===== src/rtl/param_serializer.sv =====
// rtl/param_serializer.sv - double-buffered parallel-to-serial converter for the UART Tx path
// One-word holding register feeds a shifter; the next word is transferred on the last-bit ser_en.
module param_serializer #(
    parameter int DATA_WIDTH = 8
) (
    input  logic                  CLK,
    input  logic                  RST,
    input  logic [DATA_WIDTH-1:0] P_DATA,
    input  logic                  Data_Valid,
    output logic                  load_ready,
    input  logic                  msb_first,
    input  logic                  par_en,
    input  logic                  par_typ,
    input  logic                  ser_en,
    output logic                  ser_data,
    output logic                  ser_done,
    output logic                  par_bit,
    output logic                  busy
);

    localparam int CNT_W = $clog2(DATA_WIDTH);
    localparam logic [CNT_W-1:0] LAST_IDX = CNT_W'(DATA_WIDTH - 1);

    typedef enum logic {
        S_IDLE  = 1'b0,
        S_SHIFT = 1'b1
    } state_t;

    state_t                state_q, state_nx;
    logic                  hold_vld, hold_vld_nx;
    logic [DATA_WIDTH-1:0] hold_data;
    logic                  hold_msb, hold_pe, hold_pt;
    logic [DATA_WIDTH-1:0] hold_rev;
    logic [DATA_WIDTH-1:0] shift_q, shift_nx;
    logic [CNT_W-1:0]      cnt_q, cnt_nx;
    logic                  par_q, par_nx;
    logic                  accept, last_bit, transfer;

    always_ff @(posedge CLK or negedge RST) begin
        if (!RST) begin
            state_q  <= S_IDLE;
            hold_vld <= 1'b0;
            shift_q  <= '0;
            cnt_q    <= '0;
            par_q    <= 1'b0;
        end else begin
            state_q  <= state_nx;
            hold_vld <= hold_vld_nx;
            shift_q  <= shift_nx;
            cnt_q    <= cnt_nx;
            par_q    <= par_nx;
        end
    end

    // Word attributes are captured with the data so each word carries its own framing.
    always_ff @(posedge CLK or negedge RST) begin
        if (!RST) begin
            hold_data <= '0;
            hold_msb  <= 1'b0;
            hold_pe   <= 1'b0;
            hold_pt   <= 1'b0;
        end else if (accept) begin
            hold_data <= P_DATA;
            hold_msb  <= msb_first;
            hold_pe   <= par_en;
            hold_pt   <= par_typ;
        end
    end

    always_comb begin
        hold_rev = '0;
        for (int i = 0; i < DATA_WIDTH; i++) begin
            hold_rev[i] = hold_data[DATA_WIDTH-1-i];
        end
    end

    always_comb begin
        accept   = Data_Valid && !hold_vld;
        last_bit = (state_q == S_SHIFT) && (cnt_q == LAST_IDX);
        transfer = hold_vld && ((state_q == S_IDLE) || (ser_en && last_bit));

        state_nx    = state_q;
        hold_vld_nx = hold_vld;
        shift_nx    = shift_q;
        cnt_nx      = cnt_q;
        par_nx      = par_q;

        // accept requires an empty hold and transfer a full one, so they never coincide
        if (accept) begin
            hold_vld_nx = 1'b1;
        end else if (transfer) begin
            hold_vld_nx = 1'b0;
        end

        if (transfer) begin
            state_nx = S_SHIFT;
            cnt_nx   = '0;
            shift_nx = hold_msb ? hold_rev : hold_data;
            par_nx   = hold_pe ? ((^hold_data) ^ hold_pt) : 1'b0;
        end else if ((state_q == S_SHIFT) && ser_en) begin
            shift_nx = {1'b0, shift_q[DATA_WIDTH-1:1]};
            if (last_bit) begin
                state_nx = S_IDLE;
                cnt_nx   = '0;
            end else begin
                cnt_nx = cnt_q + CNT_W'(1);
            end
        end
    end

    assign load_ready = !hold_vld;
    assign busy       = (state_q == S_SHIFT);
    assign ser_data   = (state_q == S_SHIFT) ? shift_q[0] : 1'b1;
    assign ser_done   = last_bit;
    assign par_bit    = par_q;

endmodule


===== config.mk =====
export PLATFORM = sky130hd
export DESIGN_NAME = param_serializer
export DESIGN_NICKNAME = d
export VERILOG_FILES = /design/src/rtl/param_serializer.sv
export SDC_FILE = /design/constraint.sdc
export NUM_CORES = 1
export LEC_CHECK = 0
export BUFFER_PORTS_ARGS = -buffer_cell sky130_fd_sc_hd__buf_4
export CAP_MARGIN = 20
export CORE_MARGIN = 8
export CORE_UTILIZATION = 58
export DETAILED_ROUTE_END_ITERATION = 8
export GPL_TIMING_DRIVEN = 0
export PLACE_DENSITY_LB_ADDON = 0.12
export RECOVER_POWER = 50
export SLEW_MARGIN = 20
export SYNTH_ARGS = -nofsm -noshare
export SYNTH_HDL_FRONTEND = slang
export SYNTH_SLANG_ARGS = --single-unit

===== constraint.sdc =====
create_clock -name CLK -period 4 [get_ports CLK]
set_input_delay 0.8 -clock CLK [delete_from_list [all_inputs] [get_ports CLK]]
set_output_delay 0.8 -clock CLK [all_outputs]
set_load 0.005 [all_outputs]

==> results.ini <==
[run_status]
status = complete, no violations

[critical_path]
cp.required_ns = 3.20
cp_max_fo = 4
crit_path_end_kind = output pin
critPathLaunchType = flip-flop
arrival_ns = 1.48
crit_type = reg2out

[drt]
first_pass_iters = 4
postRouteWirelength_mm = 2.17
route.detailed.drc = 0
wl_per_cell_um = 13.8
drtAntennaViolNets = 0
viasPerCell = 5.30
vias = 837
drtIter0Drc = 14

[timing]
hold_ws_ns = 0.515
slew_viol_final = 0
max_slew_margin_pct = 14.2
setup_viol = 0
rsz0062_at_grt = false
tns_ns = 0
fin_crit_ns = 2.28
setup_ws_ns = 1.72
max_slew.worst_pin.slew_ns = 1.29
max_freq_mhz = 438
hold_viol = 0
min_period_over_period_pct = 57.1
finClkSkew_ns = 0.00265

[logic_synthesis]
synthCells = 108
avgSynthCellArea_sq_um = 11.3
yosysTopAreaCellShare_pct = 51.1
ys_top_cells_by_area = dfrtp_1 51%, mux2_1 9.2%, mux2i_1 7.4%, nand2_1 4.3%, o211ai_1 4.3%
ys_seq_elements = 25
netlist_area_sq_um = 1220
ys_seq_area_share_pct = 51.1
ys_warn_count = 0
yosys.area.top_type = dfrtp_1
synth_cell_types = 27
synthesis.nets = 125

[cts]
cts_setup_buffers = 0
clkTransAtPathRegs_ns = 0.13
cts_max_level = 1
postCtsResizedCells = 0
cts-buffers-inserted = 3
cts_sinks = 25
cts_root_buf = clkbuf_4
cts_hold_buf = 0
cts_tree = done
cts_buffer_depth = 2
insertion_delay_ns = 0.32

[placed_design]
place_inst = 154
gp_congestion = 0.756
dpl.hpwl_mm = 1.66
place_ws_ns = 2.03
portBuffers = 19
dpl_cell_area_sq_um = 1400

[layout]
regArea_sq_um = 626
nNetsFinal = 149
syn_to_final_growth_pct = 16.2
drive_above_1_share_pct = 19.8
fillCellCount = 164
multi_input_comb_area_sq_um = 559
layout.cells.non_filler = 158
antennaDiodeCount = 0
finalInstanceArea_sq_um = 1420

[floorplanning]
die_x_um = 62.0
chipHeight_um = 62.0
io_pins = 20
die_area_sq_um = 3840
start_util_pct = 61.8
core_sq_um = 1980
core.rowCount = 16

[pwr]
powerDensity_nw_per_um2 = 708
max-vdd-ir-drop_v = 0.000439
leakage_nw = 0.658

[run]
drv_cap = 0

[grt]
globalRouteOverflowTotal = 0
grt_max_degree = 26
antenna_found_initial = 0
grt_use_total_pct = 12.8
grt_pass1_wl_mm = 3.62
grt_pass1_vias = 878

[min_path]
hold_class = reg2reg

cell families after synthesis:
kind of cell | synth area share [%]
AO/OA/AOI/OAI | 10.1
XOR/XNOR | 6.13
adder cells (fa/ha/maj) | 2.04
buffers and inverters | 3.27
flip-flops | 51.1
multiplexers | 16.5
AND/OR/NAND/NOR | 10.8
report_power, final:
group | internal (mW) | switching [mW]
registers | 0.360 | 0.0865
clock network | 0.0391 | 0.0736
logic | 0.258 | 0.192
area by class of cell:
cell class                 count  share of cell area [%]
multi-input combinational     74                    39.3
clock buffer                   4                    1.85
inverter                       4                    1.05
tap                           27                    2.37
timing repair buffer          19                    9.75
buffer                         5                    1.76
sequential                    25                    43.9
cells in the final DEF (no fill, tap or decap), drive strengths merged, types with 2 or more instances in the layout:
cell type	n
o21ai	4
dfrtp	25
mux2	10
o211ai	7
nand3	7
ha	2
buf	21
nor2	2
nand2b	2
inv	3
xnor2	6
nand2	14
mux2i	9
and2	2
clkbuf	7
per-layer routing:
| metal | wire (um) | track usage, % | up-vias |
|---|---|---|---|
| met5 | 0 | 0 | - |
| met4 | 63 | 7.79 | 0 |
| met3 | 98 | 4.12 | 7 |
| met2 | 991 | 19.8 | 19 |
| met1 | 1020 | 15.2 | 390 |
| li1 | - | - | 421 |
state kept, by name, summed over array words and instances (netlist names):
signal and cells:
hold_pt 1, cnt_q 3, hold_pe 1, shift_q 8, par_bit 1, hold_data 8, hold_msb 1, busy 1
hold_vld 1
cell usage after synthesis:
master / instances
and2_1: 2
o22ai_1: 1
clkbuf_1: 1
nand2b_1: 2
o211ai_1: 7
a21boi_1: 1
nand3_1: 7
mux2i_1: 9
buf_1: 1
ha_1: 2
xnor3_1: 1
buf_2: 2
mux2_1: 10
nand2_1: 14
o21a_1: 1
o31ai_2: 1
or2_1: 1
xnor2_1: 6
a21oi_2: 1
clkinv_1: 1
a22o_1: 1
nor2_1: 2
buf_4: 1
inv_1: 3
nor2b_1: 1
dfrtp_1: 25
o21ai_1: 4
path summary, 6_finish.rpt:
kind,startpoint,end,slack [ns],depth (start not counted)
worst max-delay path,cnt_q[0]$_DFFE_PN0P_,ser_done,1.72,4
worst min-delay path,shift_q[7]$_DFFE_PN0P_,shift_q[7]$_DFFE_PN0P_,0.51,2
worst max register to register,cnt_q[0]$_DFFE_PN0P_,shift_q[4]$_DFFE_PN0P_,2.16,7
worst min register to register,shift_q[7]$_DFFE_PN0P_,shift_q[7]$_DFFE_PN0P_,0.51,2
max in group asynchronous,RST,hold_pe$_DFFE_PN0P_,2.52,1
min in group asynchronous,RST,hold_data[2]$_DFFE_PN0P_,0.72,1
worst max-delay path, cell delays in order (launching register included):
cell,delay (ns)
dfrtp_1,0.43
ha_1,0.22
ha_1,0.22
and2_1,0.17
buf_4,0.13
through the flow:
step | power [mW] | util [%]
after global placement | 0.886 | 70.7
after CTS | 1.02 | 72.0
after floorplan | 0.798 | -
after detailed placement | 0.906 | 70.7
final | 1.01 | 71.8
after global routing | 1.08 | 71.8
(Power assumes the default switching activity.)
